## src/rtl/lmsm_pkg.sv

```systemverilog
// Shared constants and state type for the LM/SM micro-op sequencer.
// The optional WB state is only used when LMSM_BASE_WB_EN is defined.
package lmsm_pkg;
  localparam int XLEN   = 16;
  localparam int LIST_W = 8;
  localparam int RA_W   = 3;
  localparam int CNT_W  = $clog2(LIST_W + 1);

  localparam logic [3:0] OPC_LM = 4'b0110;
  localparam logic [3:0] OPC_SM = 4'b0111;

  typedef enum logic [1:0] {
    IDLE = 2'd0,
    SEQ  = 2'd1,
    WB   = 2'd2
  } state_e;
endpackage

```

## src/rtl/lmsm_sequencer_lsb_priority_encoder.sv

```systemverilog
// Lowest-set-bit priority encoder over the remaining register list.
// Gives the bit index, its one-hot mask and an exactly-one-bit flag.
module lsb_priority_encoder
  import lmsm_pkg::*;
(
  input  logic [LIST_W-1:0] mask_i,
  output logic [RA_W-1:0]   idx_o,
  output logic [LIST_W-1:0] onehot_o,
  output logic              exactly_one_o
);

  assign onehot_o      = mask_i & (~mask_i + LIST_W'(1));
  assign exactly_one_o = (mask_i != '0) && ((mask_i & (mask_i - LIST_W'(1))) == '0);

  // Scan from the top so the lowest set bit is the final write.
  always_comb begin
    idx_o = '0;
    for (int i = LIST_W - 1; i >= 0; i--) begin
      if (mask_i[i]) idx_o = RA_W'(i);
    end
  end

endmodule

```

## src/rtl/lmsm_sequencer.sv

```systemverilog
// LM/SM sequencer: parks the instruction in IF/ID and emits one load/store
// micro-op per cycle. LMSM_BASE_WB_EN adds a trailing base-writeback micro-op.
//
// state | meaning
// IDLE  | watching IF/ID for a non-empty LM/SM
// SEQ   | issuing one transfer per unheld cycle, lowest register first
// WB    | base writeback micro-op RA <- RA + N (LMSM_BASE_WB_EN only)
module lmsm_sequencer
  import lmsm_pkg::*;
(
  input  logic            clk,
  input  logic            reset,
  input  logic            ir_valid,
  input  logic [XLEN-1:0] ir_in,
  input  logic            hold,
  input  logic            flush,
  output logic            stall_fetch,
  output logic            kill_decode,
  output logic            busy,
  output logic            uop_valid,
  output logic            uop_load,
  output logic            uop_store,
  output logic [RA_W-1:0] uop_reg,
  output logic [RA_W-1:0] uop_base,
  output logic [XLEN-1:0] uop_offset,
  output logic            uop_last
);

  state_e              state_q, state_d;
  logic [LIST_W-1:0]   mask_q, mask_d;
  logic [CNT_W-1:0]    count_q, count_d;
  logic [RA_W-1:0]     base_q, base_d;
  logic                load_q, load_d;

  logic [RA_W-1:0]     enc_idx;
  logic [LIST_W-1:0]   enc_onehot;
  logic                enc_one;
  logic                is_lmsm, start;
  logic [XLEN-1:0]     offset_ext;

  lsb_priority_encoder u_enc (
    .mask_i        (mask_q),
    .idx_o         (enc_idx),
    .onehot_o      (enc_onehot),
    .exactly_one_o (enc_one)
  );

  assign is_lmsm    = (ir_in[15:12] == OPC_LM) || (ir_in[15:12] == OPC_SM);
  assign start      = (state_q == IDLE) && ir_valid && is_lmsm &&
                      (ir_in[LIST_W-1:0] != '0) && !flush;
  assign offset_ext = {{(XLEN-CNT_W){1'b0}}, count_q};
  assign busy       = (state_q != IDLE);

  always_comb begin
    state_d     = state_q;
    mask_d      = mask_q;
    count_d     = count_q;
    base_d      = base_q;
    load_d      = load_q;
    stall_fetch = 1'b0;
    kill_decode = 1'b0;
    uop_valid   = 1'b0;
    uop_load    = 1'b0;
    uop_store   = 1'b0;
    uop_reg     = '0;
    uop_base    = '0;
    uop_offset  = '0;
    uop_last    = 1'b0;

    case (state_q)
      IDLE: begin
        if (start) begin
          stall_fetch = 1'b1;
          kill_decode = 1'b1;
          if (!hold) begin
            mask_d  = ir_in[LIST_W-1:0];
            base_d  = ir_in[11:9];
            load_d  = (ir_in[15:12] == OPC_LM);
            count_d = '0;
            state_d = SEQ;
          end
        end else if (ir_valid && is_lmsm && (ir_in[LIST_W-1:0] == '0)) begin
          // Empty list retires as a NOP without stalling fetch.
          kill_decode = 1'b1;
        end
      end

      SEQ: begin
        uop_valid  = 1'b1;
        uop_load   = load_q;
        uop_store  = !load_q;
        uop_reg    = enc_idx;
        uop_base   = base_q;
        uop_offset = offset_ext;
`ifdef LMSM_BASE_WB_EN
        stall_fetch = 1'b1;
        kill_decode = 1'b1;
        if (!hold) begin
          mask_d  = mask_q & ~enc_onehot;
          count_d = count_q + CNT_W'(1);
          if (enc_one) state_d = WB;
        end
`else
        uop_last    = enc_one;
        stall_fetch = !(enc_one && !hold);
        kill_decode = !(enc_one && !hold);
        if (!hold) begin
          mask_d  = mask_q & ~enc_onehot;
          count_d = count_q + CNT_W'(1);
          if (enc_one) state_d = IDLE;
        end
`endif
      end

`ifdef LMSM_BASE_WB_EN
      WB: begin
        uop_valid   = 1'b1;
        uop_reg     = base_q;
        uop_base    = base_q;
        uop_offset  = offset_ext;
        uop_last    = 1'b1;
        stall_fetch = hold;
        kill_decode = hold;
        if (!hold) state_d = IDLE;
      end
`endif

      default: state_d = IDLE;
    endcase

    if (flush) begin
      state_d = IDLE;
      mask_d  = '0;
    end
  end

  always_ff @(posedge clk) begin
    if (reset) begin
      state_q <= IDLE;
      mask_q  <= '0;
      count_q <= '0;
      base_q  <= '0;
      load_q  <= 1'b0;
    end else begin
      state_q <= state_d;
      mask_q  <= mask_d;
      count_q <= count_d;
      base_q  <= base_d;
      load_q  <= load_d;
    end
  end

endmodule

```

## config.mk

```make
export PLATFORM = sky130hd
export DESIGN_NAME = lmsm_sequencer
export DESIGN_NICKNAME = d
export VERILOG_FILES = /design/src/rtl/lmsm_pkg.sv /design/src/rtl/lmsm_sequencer_lsb_priority_encoder.sv /design/src/rtl/lmsm_sequencer.sv
export SDC_FILE = /design/constraint.sdc
export NUM_CORES = 1
export LEC_CHECK = 0
export ABC_AREA = 1
export BUFFER_PORTS_ARGS = -buffer_cell sky130_fd_sc_hd__buf_2
export CORE_MARGIN = 8
export CORE_UTILIZATION = 45
export CTS_BUF_LIST = sky130_fd_sc_hd__clkbuf_8 sky130_fd_sc_hd__clkbuf_16
export CTS_CLUSTER_SIZE = 16
export DETAILED_ROUTE_END_ITERATION = 10
export PLACE_DENSITY = 0.85
export SLEW_MARGIN = 20
export SYNTH_ARGS = -nofsm -noshare
export SYNTH_HDL_FRONTEND = slang
export SYNTH_HIERARCHICAL = 1
export SYNTH_SLANG_ARGS = --single-unit
```

## constraint.sdc

```tcl
create_clock -name clk -period 3.3 [get_ports clk]
set_input_delay 0.66 -clock clk [delete_from_list [all_inputs] [get_ports clk]]
set_output_delay 0.66 -clock clk [all_outputs]
set_load 0.02 [all_outputs]
```

==> results by group <==
Clocking
  • Hold_buf cts: 0
  • Clock sink count: 17
  • Number of gates resized after CTS: 0
  • Clock Tree Buf Depth: 2
  • CTS buffer count: 3
  • CTS root buffer: clkbuf_8
  • Setup Buffers After CTS: 0
  • Max H-tree Level: 1
  • Clock transition at path regs: 70 ps
  • Latest clock arrival within the worst-skew pair: 260 ps
  • CTS tree: yes

Yosys
  • Async SR Flop Fraction: 0
  • Area contributors post-synth: dfxtp_1, nand2_1, inv_1, nor2_1, buf_4
  • Cells after synthesis: 248
  • Primary FF master, synth: dfxtp_1
  • Number of synthesized register bits: 17
  • YS warnings: 6
  • Register area share after synthesis: 0.242
  • Share of the synthesized area in the top cell type: 0.242
  • Post-Synthesis Cell Area: 1410 um^2
  • Commonest cells in the netlist: nand2_1, inv_1, nor2_1
  • Avg Inst Size Synth: 5.68 um^2
  • Cell variety after synth: 24
  • Leading area contributor after synthesis: dfxtp_1
  • Top-count cell post-synth: nand2_1
  • Post-synth EDFFs: 0

Worst hold path
  • Hold depth: 4
  • Min-delay src: base_q[1]$_SDFFE_PP0P_
  • Hold endpoint: base_q[1]$_SDFFE_PP0P_
  • Worst hold path class: reg -> reg

Setup path
  • Critical path class: reg -> out
  • Worst endpoint data arrival time: 1900 ps
  • Reg2Reg Depth: 6
  • R2R Path End: count_q[2]$_SDFFE_PP0P_
  • Critical path startpoint category: flip-flop
  • Worst Path Required: 2640 ps
  • Worst-path maximum fanout: 25
  • Worst R2R Setup Slack: 960 ps
  • Crit end category: output pin
  • Reg-to-Reg Start: state_q[0]$_SDFFE_PP0P_

Final layout
  • Layout cells sized above 1: 0.176
  • Final core occ: 0.524
  • NumNets Final: 301
  • Fill count: 320
  • ANT cells: 0
  • Area Growth Syn to Fin: 12.6%
  • Final instance area: 1590 um^2

Die
  • Die W: 72.0 um
  • Die ar.: 5180 um^2
  • Boundary Pins: 50
  • DIE HEIGHT: around 72 um
  • Initial core utilization: 0.465
  • Core Region: 3030 um^2
  • Std cell rows: 20

Global routing
  • Antenna violations before repair: 0
  • First-pass GRT wire length: 5.85 mm
  • Grt ovf: 0
  • GRT Resource Usage Total: 0.136
  • Largest net degree at the start of global routing: 26
  • Vias in the first global route: 1442

Placed design
  • HPWL Detailed: 2.55 mm
  • I/O Buffers: 36
  • RePlAce Congestion: 0.890
  • DP Area: 1540 um^2

Outcome
  • Status: complete, no violations

Detailed routing
  • Routed WL: 3.35 mm
  • DRC errors left: 0
  • Drt initial violations: 101
  • WL/cell: 10.4 um
  • Routed vias: 1500
  • Vias per cell: 4.66
  • Routed Antenna Nets: 0
  • DRT Pass-1 Iters: 4

Pwr
  • Power Density: 270 nW/um^2
  • Peak supply drop: 0.133 mV
  • Leak: 0.990 nW

STA
  • Final clock period utilization by the worst path: 0.775
  • Max Freq: 391 MHz
  • Measured slew at the worst slew-check pin: 847 ps
  • Relative slew slack: 0.435
  • Tmin final: between 2000 and 3000 ps
  • Layout Skew: 3.23 ps
  • Final TNS setup: 0 ps
  • Final setup viols: 0
  • Final Hold Viols: 0
  • Fin. max-slew vios: 0
  • RSZ-0062 raised after global routing: no

Run
  • Max_cap viols: 0
metal layers:
layer / vias up / share of wire / global-route usage / wire length, um
met4: 0 / 0.019 / 0.0703 / 65
met5: - / 0 / 0 / 0
met2: 51 / 0.46 / 0.229 / 1530
li1: 793 / - / - / -
met3: 5 / 0.072 / 0.0248 / 241
met1: 651 / 0.45 / 0.160 / 1520
cells by family after synthesis:
| group | count (synthesis) | synth area share |
|---|---|---|
| flops | 17 | 0.242 |
| other cells | 1 | 0.00266 |
| simple gates | 127 | 0.382 |
| compound gates | 32 | 0.128 |
| fa+ha+maj | 1 | 0.00888 |
| buf+inv | 69 | 0.231 |
| xor+xnor | 1 | 0.00622 |
stage by stage:
stage	setup WS, ps	hold WS, ps	std cells	power, mW
2_1_floorplan	1400	475	259	0.260
3_3_place_gp	1080	500	318	0.266
3_5_place_dp	1050	504	318	0.267
4_1_cts	754	517	322	0.432
5_1_grt	599	567	322	0.444
6_report	741	515	322	0.429
flip-flops by register name, summed over array words and instances, names as in the netlist:
name,count
base_q,3
count_q,4
load_q,1
mask_q,8
state_q,1
worst max path at each step:
stage | start | depth (start not counted) | to | slack [ps]
2_1_floorplan | ir_in[15] | 5 | stall_fetch | 1400
3_3_place_gp | state_q[0]$_SDFFE_PP0P_ | 3 | uop_store | 1080
3_5_place_dp | state_q[0]$_SDFFE_PP0P_ | 6 | count_q[2]$_SDFFE_PP0P_ | 1050
4_1_cts | state_q[0]$_SDFFE_PP0P_ | 3 | uop_store | 750
5_1_grt | state_q[0]$_SDFFE_PP0P_ | 3 | uop_store | 600
6_report | state_q[0]$_SDFFE_PP0P_ | 3 | uop_store | 740
cells in the final DEF, fill, tap and decap left out:
| cell type | synthesis | layout |
|---|---|---|
| a21boi_0 | 1 | 1 |
| a21oi_1 | 15 | 15 |
| buf_2 | 5 | 36 |
| clkbuf_8 | 0 | 3 |
| clkinv_2 | 0 | 1 |
| conb_1 | 1 | 12 |
| dfxtp_1 | 17 | 17 |
| ha_1 | 1 | 1 |
| inv_1 | 47 | 47 |
| inv_2 | 1 | 1 |
| nand2_1 | 64 | 64 |
| nand2_2 | 1 | 1 |
| nand3_1 | 15 | 15 |
| nand3_2 | 2 | 2 |
| nand4_1 | 3 | 3 |
| nor2_1 | 35 | 35 |
| nor2_2 | 4 | 4 |
| nor2_4 | 1 | 1 |
| nor3_1 | 2 | 2 |
| o21ai_0 | 4 | 4 |
| o21ai_1 | 3 | 3 |
| o21bai_1 | 1 | 1 |
| o22ai_1 | 4 | 4 |
| o31ai_1 | 4 | 4 |
| xor2_1 | 1 | 1 |
power by group:
group	leakage, nW	switching (mW)	internal, mW
combinational	0.827	0.0367	0.0181
sequential	0.137	0.00186	0.207
clock	0.0255	0.0814	0.0841
worst max-delay path, cell delays in order, from the launching register on:
cell and delay, ps:
dfxtp_1 880, inv_1 410, nor2_1 160, buf_2 180
layout make-up:
| cell class | count | area, um^2 | share of cell area |
|---|---|---|---|
| Clock inverter | 1 | 5.00 | 0.00315 |
| Inverter | 48 | 180 | 0.114 |
| Timing Repair Buffer | 36 | 180 | 0.114 |
| Multi-Input combinational cell | 173 | 785 | 0.494 |
| Tap cell | 44 | 55.1 | 0.0347 |
| Sequential cell | 17 | 340 | 0.215 |
| Clock buffer | 3 | 41.3 | 0.0260 |
Note: power is estimated with default switching activity, not from simulation.
